$ cat src/rtl/dual_fetch.sv
// rtl/dual_fetch.sv - dual-issue instruction fetch unit with in-order instruction queue
//
// Issues 8-byte-aligned requests to instruction memory (one outstanding at
// most), buffers the returned words with their PCs in a circular queue and
// presents the two oldest entries to decode.
//
// Ports:
//   clk, rst            clock, synchronous active-high reset
//   stall               decode stall: queue head is not consumed
//   flush, redirect_pc  redirect: clear queue, restart fetch at redirect_pc
//   imem_req_*          request channel (valid/ready/addr, addr[2:0]=0)
//   imem_resp_*         single-cycle response, data = {word@addr+4, word@addr}
//   pc_0/inst_0/valid_0 oldest queue entry
//   pc_1/inst_1/valid_1 second-oldest queue entry

module dual_fetch #(
    parameter logic [31:0] RESET_PC = 32'h0000_0000,
    parameter int          QDEPTH   = 4
) (
    input  logic        clk,
    input  logic        rst,
    input  logic        stall,
    input  logic        flush,
    input  logic [31:0] redirect_pc,
    output logic        imem_req_valid,
    input  logic        imem_req_ready,
    output logic [31:0] imem_req_addr,
    input  logic        imem_resp_valid,
    input  logic [63:0] imem_resp_data,
    output logic [31:0] pc_0,
    output logic [31:0] inst_0,
    output logic [31:0] pc_1,
    output logic [31:0] inst_1,
    output logic        valid_0,
    output logic        valid_1
);

    localparam int PW = $clog2(QDEPTH);
    localparam int CW = PW + 1;

    typedef enum logic [1:0] {
        S_REQ,
        S_WAIT,
        S_DROP
    } state_t;

    state_t state;
    state_t state_next;

    // fetch_pc holds PC bits [31:2]; fetch_pc[0] is PC bit 2 (odd word in the pair)
    logic [29:0] fetch_pc;
    logic [29:0] fetch_pc_next;

    logic [31:0] q_pc   [QDEPTH];
    logic [31:0] q_inst [QDEPTH];

    logic [PW-1:0] head;
    logic [PW-1:0] tail;
    logic [PW-1:0] head_p1;
    logic [PW-1:0] tail_p1;
    logic [CW-1:0] count;
    logic [CW-1:0] free_slots;

    logic        req_fire;
    logic        resp_take;
    logic [1:0]  enq_cnt;
    logic [1:0]  deq_cnt;
    logic [31:0] aligned;
    logic [31:0] aligned_p4;

    // Low redirect bits are ignored by design.
    logic unused_redirect_bits;
    assign unused_redirect_bits = ^redirect_pc[1:0];

    assign head_p1    = head + PW'(1);
    assign tail_p1    = tail + PW'(1);
    assign free_slots = CW'(QDEPTH) - count;

    assign aligned    = {fetch_pc[29:1], 3'b000};
    assign aligned_p4 = {fetch_pc[29:1], 3'b100};

    assign imem_req_addr  = aligned;
    // Requiring two free slots up front means a response can always be
    // enqueued without checking space; dequeues only ever add room.
    assign imem_req_valid = (state == S_REQ) && (free_slots >= CW'(2)) && !rst;
    assign req_fire       = imem_req_valid && imem_req_ready;

    assign resp_take = (state == S_WAIT) && imem_resp_valid && !flush;
    assign enq_cnt   = resp_take ? (fetch_pc[0] ? 2'd1 : 2'd2) : 2'd0;

    assign valid_0 = (count >= CW'(1));
    assign valid_1 = (count >= CW'(2));
    assign deq_cnt = (!stall && !flush) ? ({1'b0, valid_0} + {1'b0, valid_1}) : 2'd0;

    assign pc_0   = q_pc[head];
    assign inst_0 = q_inst[head];
    assign pc_1   = q_pc[head_p1];
    assign inst_1 = q_inst[head_p1];

    always_comb begin
        state_next    = state;
        fetch_pc_next = fetch_pc;
        case (state)
            S_REQ: begin
                if (req_fire) begin
                    state_next = S_WAIT;
                end
            end
            S_WAIT: begin
                if (imem_resp_valid) begin
                    // Next aligned pair; wraps modulo 2^32.
                    fetch_pc_next = {fetch_pc[29:1] + 29'd1, 1'b0};
                    state_next    = S_REQ;
                end
            end
            S_DROP: begin
                if (imem_resp_valid) begin
                    state_next = S_REQ;
                end
            end
            default: begin
                state_next = S_REQ;
            end
        endcase

        // A flush overrides everything; any request still in flight (including
        // one handshaken this cycle) must have its response discarded.
        if (flush) begin
            fetch_pc_next = redirect_pc[31:2];
            case (state)
                S_REQ:   state_next = req_fire ? S_DROP : S_REQ;
                S_WAIT,
                S_DROP:  state_next = imem_resp_valid ? S_REQ : S_DROP;
                default: state_next = S_REQ;
            endcase
        end
    end

    always_ff @(posedge clk) begin
        if (rst) begin
            state    <= S_REQ;
            fetch_pc <= RESET_PC[31:2];
        end else begin
            state    <= state_next;
            fetch_pc <= fetch_pc_next;
        end
    end

    always_ff @(posedge clk) begin
        if (rst) begin
            head  <= '0;
            tail  <= '0;
            count <= '0;
            for (int i = 0; i < QDEPTH; i++) begin
                q_pc[i]   <= '0;
                q_inst[i] <= '0;
            end
        end else if (flush) begin
            head  <= '0;
            tail  <= '0;
            count <= '0;
        end else begin
            head  <= head + PW'(deq_cnt);
            tail  <= tail + PW'(enq_cnt);
            count <= count + CW'(enq_cnt) - CW'(deq_cnt);
            if (resp_take) begin
                if (fetch_pc[0]) begin
                    // Fetch started at the odd word: only the upper word is live.
                    q_pc[tail]   <= aligned_p4;
                    q_inst[tail] <= imem_resp_data[63:32];
                end else begin
                    q_pc[tail]      <= aligned;
                    q_inst[tail]    <= imem_resp_data[31:0];
                    q_pc[tail_p1]   <= aligned_p4;
                    q_inst[tail_p1] <= imem_resp_data[63:32];
                end
            end
        end
    end

endmodule

$ cat config.mk
export PLATFORM = sky130hd
export DESIGN_NAME = dual_fetch
export DESIGN_NICKNAME = d
export VERILOG_FILES = /design/src/rtl/dual_fetch.sv
export SDC_FILE = /design/constraint.sdc
export NUM_CORES = 1
export LEC_CHECK = 0
export CORE_MARGIN = 2
export CORE_UTILIZATION = 45
export DETAILED_ROUTE_END_ITERATION = 8
export PLACE_DENSITY = 0.7
export SYNTH_ARGS = -nofsm -noshare
export SYNTH_HDL_FRONTEND = slang
export SYNTH_SLANG_ARGS = --single-unit
$ cat constraint.sdc
create_clock -name clk -period 17.1 [get_ports clk]
set_input_delay 1.71 -clock clk [delete_from_list [all_inputs] [get_ports clk]]
set_output_delay 1.71 -clock clk [all_outputs]
set_load 0.1 [all_outputs]
# [Word level (Yosys, flattened, before mapping)]
# Memory sizes are Yosys's and may differ from the RTL's. A register that Yosys moved wholly into a read port is not among the register bits.
# Cells that the tools add are included.
# W data, S select, Z words.
[classes] n_div=0 n_eq_ne=4 mul=0 order_cmp=3 shifts=0 n_mux=41 addsub=9 bitwise_logic=2 n_reduce_logical=20
[ops] cell="$mux W30" count=6
[ops] cell="$mux W32" count=3
[ops] cell="$reduce_or A32 Y1" count=2
[ops] cell="$reduce_or A30 Y1" count=2
[ops] cell="$add A29 B1 Y29 const B" count=1
[ops] cell="$mux W2" count=14
[ops] cell="$mux W1" count=16
[ops] cell="$pmux W2 S2" count=2
[ops] cell="$ge A3 B2 Y1 const B" count=2
[ops] cell="$logic_and A1 B1 Y1" count=6
[ops] cell="$add A2 B1 Y2 const B" count=2
[ops] cell="$add A2 B2 Y2" count=2
[ops] cell="$reduce_and A2 Y1" count=2
[ops] cell="$reduce_bool A2 Y1" count=2
[ops] cell="$reduce_or A2 Y1" count=2
[ops] cell="$add A3 B2 Y3" count=1
[ops] cell="$ge A3 B1 Y1 const B" count=1
[ops] cell="$logic_not A1 Y1" count=3
[ops] cell="$ne A3 B1 Y1 const B" count=1
[ops] cell="$ne A3 B3 Y1 const B" count=1
[ops] cell="$sub A3 B2 Y3" count=1
[ops] cell="$sub A3 B3 Y3 const A" count=1
[ops] cell="$add A1 B1 Y2" count=1
[ops] cell="$eq A2 B1 Y1 const B" count=1
[ops] cell="other kinds (3)" count=4
[totals] mem_count=2 inputBits=102 latchBits=0 romBits=0 output_inout_bits=163 ramBits=248 reg_bits=39
[memory_table] memory="q_inst" depth=4 word_bits=32 read_ports=2 rd_clocked_by_memory_dff=1 wr=4 line_no="55" text="logic [31:0] q_inst [QDEPTH];"
[memory_table] memory="q_pc" depth=4 word_bits=30 read_ports=2 rd_clocked_by_memory_dff=1 wr=4 line_no="54" text="logic [31:0] q_pc [QDEPTH];"

# [Logic depth before layout (Yosys ltp)]
[logic_depth] depth_word=10 ltp_mapped=12 ltp_nobuf=11

# [Worst setup path after synthesis]
# Ideal clock, no wire load.
[synth_path] path_type="input -> register" start="in rst" end="mem q_inst[0][0] (enable)" path_buffers=2 setup_time_ns=0.564 arrival_time_ns=6.703 required_time_ns=16.536 setup_slack_ns=9.833 path_stages=4 cell_sequence="nand4bb_1 -> clkbuf_1 -> buf_1 -> o21ai_0"
[synth_lines] element="from (decl)" line_no="21" text="input logic rst,"
[synth_lines] element="to (decl)" line_no="55"

# [Final worst setup path]
[layout_path] start="reg head[1]" end="out inst_1[2]"
[layout_between] elab_chain_cells=2
[layout_rtl] element="from (decl)" line_no="57" text="logic [PW-1:0] head;"
[layout_rtl] element="from (signal assigned)" line_no="163" text="head <= head + PW'(deq_cnt);"
[layout_rtl] element="$add A2 B1 Y2" line_no="75" text="assign head_p1 = head + PW'(1);"
[layout_rtl] element="$mem_v2 Z4 W32"
[layout_rtl] element="to (decl)" line_no="33" text="output logic [31:0] inst_1,"
# No other way between the ends.

==> flow_metrics.py <==
metrics = {
    "status": {
        "outcome": "finished, final reports clean",
    },
    "cells_and_area": {
        "syn_to_final_growth_pct": 24.94,
        "layout_common_cells": "255 x clkdlybuf4s50_1, 244 x edfxtp_1, 128 x a22o_1",
        "stdcell_count": 1718,
        "fillers": 2733,
        "drive_gt1_share_pct": 16.72,
        "multi_input_area_um2": 6422,
        "seq_area_um2": 8195,
        "layout_commonest_cell": "clkdlybuf4s50_1",
        "nets": 1357,
    },
    "cts": {
        "ctsHoldBuffers": 0,
        "clock_path_buffers": 3,
        "cts_inserted_buffers": 34,
        "clk_pin_slew_ns": 0.06,
        "clk_latency_ns": 0.51,
        "postCtsSetupRepairBufs": 0,
        "htree_levels": 2,
        "post_cts_resized": 0,
        "cts_root_buffer": "clkbuf_16",
        "cts_sinks": 287,
        "cts_tree": "built",
    },
    "synth": {
        "yosysTopAreaCell": "edfxtp_1",
        "ys_warn_count": 0,
        "synthDistinctLibCells": 56,
        "synthTopCellsByArea": "edfxtp_1 48%, mux4_2 18%, a22o_1 7.4%",
        "synth_edf_count": 244,
        "ys_ff_latch": 287,
        "seq_area_frac_synth_pct": 53.90,
        "synth-main-ff-cell": "edfxtp_1",
        "synth-async-reset-ratio_pct": 0,
        "netlist_area_um2": 15190,
        "avgSynthCellArea_um2": 14.37,
        "syn_inst": 1057,
        "synth_top_area_share_pct": 48.23,
    },
    "drt": {
        "avgViaCountPerCell": 6.159,
        "drc": 0,
        "wire_per_inst_um": 24.26,
        "routed-via-count": 10580,
        "drtAntennaViolNets": 0,
        "drtIter0Drc": 756,
        "finalWirelength_mm": 41.68,
        "first_pass_iters": 5,
    },
    "timing": {
        "clock.fmax_mhz": 170.8,
        "slew_headroom_pct": 21.01,
        "skew_ns": 0.02090,
        "hold_violations": 0,
        "whs_ns": 0.5163,
        "setup_viol": 0,
        "tns_ns": 0,
        "period_needed_ns": 5.856,
        "min_period_over_period_pct": 34.24,
        "rsz0062_at_grt": "no",
        "tightest_slew_ns": 1.182,
        "drv_slew": 0,
    },
    "floorplanning": {
        "die_x_um": 187.7,
        "core-area_um2": 33360,
        "die_h_um": 187.7,
        "start_util_pct": 45.53,
        "ios": 265,
        "fp.dieArea_um2": 35240,
        "rows": 67,
    },
    "setup_path": {
        "critPathLaunchType": "flop",
        "worstSetupPathType": "flop to output port",
        "cp-end-kind": "output port",
        "arrival_ns": 4.15,
        "required_ns": 15.39,
        "worstPathMaxFanout": 69,
    },
    "power_and_ir_drop": {
        "power-per-cell-area_nw_per_um2": 95.28,
        "p_total_mw": 1.808,
        "vdd_ir_drop_max_mv": 0.06533,
        "p_leak_nw": 6.373,
    },
    "global_route": {
        "grt_pass1_wl_mm": 63.30,
        "grt_usage_pct": 23.39,
        "first_global_vias": 10580,
        "antenna_found_initial": 2,
        "grt_overflow": 0,
        "grt_max_degree": 70,
    },
    "placed_design": {
        "io_buffer_count": 255,
        "dp_cells": 1655,
        "detailed_place_hpwl_mm": 25.22,
        "place_congestion": 0.7685,
    },
    "job": {
        "drv_cap": 0,
    },
    "min_path": {
        "hold_class": "flop to flop",
    },
}
-- power breakdown --
group | total, mW | switching [mW] | internal [mW]
clock network | 0.684 | 0.280 | 0.405
logic | 0.316 | 0.228 | 0.0883
registers | 0.808 | 0.0239 | 0.784
-- critical path, cell delays in order (launching register included) --
cell and delay [ns]:
dfxtp_4 1.03, buf_4 0.95, mux4_2 0.65, clkdlybuf4s50_1 0.99
-- layer usage --
layer,global-route usage (%),wire length (µm),up-vias
li1,-,-,4621
met1,30.43,16960,5452
met2,40.43,20800,458
met3,5.297,3294,49
met4,4.724,610,2
met5,0,16,-
-- synth_stat cells, types with 2 or more instances --
cell type	n
edfxtp_1	244
a22o_1	128
mux4_2	124
and2_1	109
clkbuf_1	63
dfxtp_1	43
buf_4	36
nand2_1	33
nor2_1	33
nor3_1	21
buf_2	17
nand3_1	15
a311oi_1	14
buf_1	14
inv_1	12
a21oi_1	11
nand4_1	11
ha_1	10
xnor2_1	10
o21ai_0	9
o31ai_1	9
or4_1	9
nor4_1	8
nor2b_1	7
a211oi_1	6
xor2_1	6
o311a_1	4
o31a_1	4
or2_2	4
or3_1	4
and3_1	3
and4_1	3
nand2b_1	3
o211ai_1	3
o21a_1	3
a31o_2	2
fa_1	2
o22ai_1	2
-- logic make-up (layout without fill, tap and decap cells) --
| logic type | count (synthesis) | in the layout | share of synthesized area [%] |
|---|---|---|---|
| AO/OA/AOI/OAI | 205 | 205 | 11.17 |
| XOR/XNOR | 16 | 16 | 0.9225 |
| adder cells (fa/ha/maj) | 12 | 12 | 1.087 |
| buffers and inverters | 143 | 348 | 4.563 |
| flip-flops | 287 | 287 | 53.90 |
| multiplexers | 124 | 124 | 18.38 |
| other | 1 | 9 | 0.02469 |
| AND/OR/NAND/NOR | 269 | 269 | 9.950 |
-- state kept, by name, summed over array words and instances (netlist names) --
name      flops
q_inst      128
tail          2
q_pc        120
fetch_pc     30
count         3
head          2
state         2
-- worst paths after layout --
check / depth (start not counted) / start / endpoint / slack (ns)
worst max register to register: 7 / state[1]$_SDFFE_PP0P_ / q_pc[3][22]$_DFFE_PP_ / 13.60
worst min register to register: 2 / state[0]$_SDFFE_PP0P_ / state[0]$_SDFFE_PP0P_ / 0.52
worst min-delay path: 2 / state[0]$_SDFFE_PP0P_ / state[0]$_SDFFE_PP0P_ / 0.52
worst max-delay path: 3 / head[1]$_SDFF_PP0_ / inst_1[2] / 11.24
-- cell type report --
cell class | instances | area share (%)
timing repair buffer | 274 | 14.20
clock buffer | 47 | 5.010
antenna | 2 | 0.02637
clock inverter | 14 | 0.5340
sequential | 287 | 43.18
multi-input combinational | 633 | 33.84
inverter | 13 | 0.2571
tap | 448 | 2.953
-- through the flow --
stage | instance area (µm²) | setup WS, ns | utilization [%]
2_1_floorplan | 15210 | 9.833 | -
3_3_place_gp | 17920 | 11.47 | 53.72
3_5_place_dp | 17920 | 11.48 | 53.72
4_1_cts | 18970 | 11.09 | 56.87
5_1_grt | 18970 | 10.93 | 56.87
6_report | 18980 | 11.24 | 56.89
Note: power is estimated with default switching activity, not from simulation.
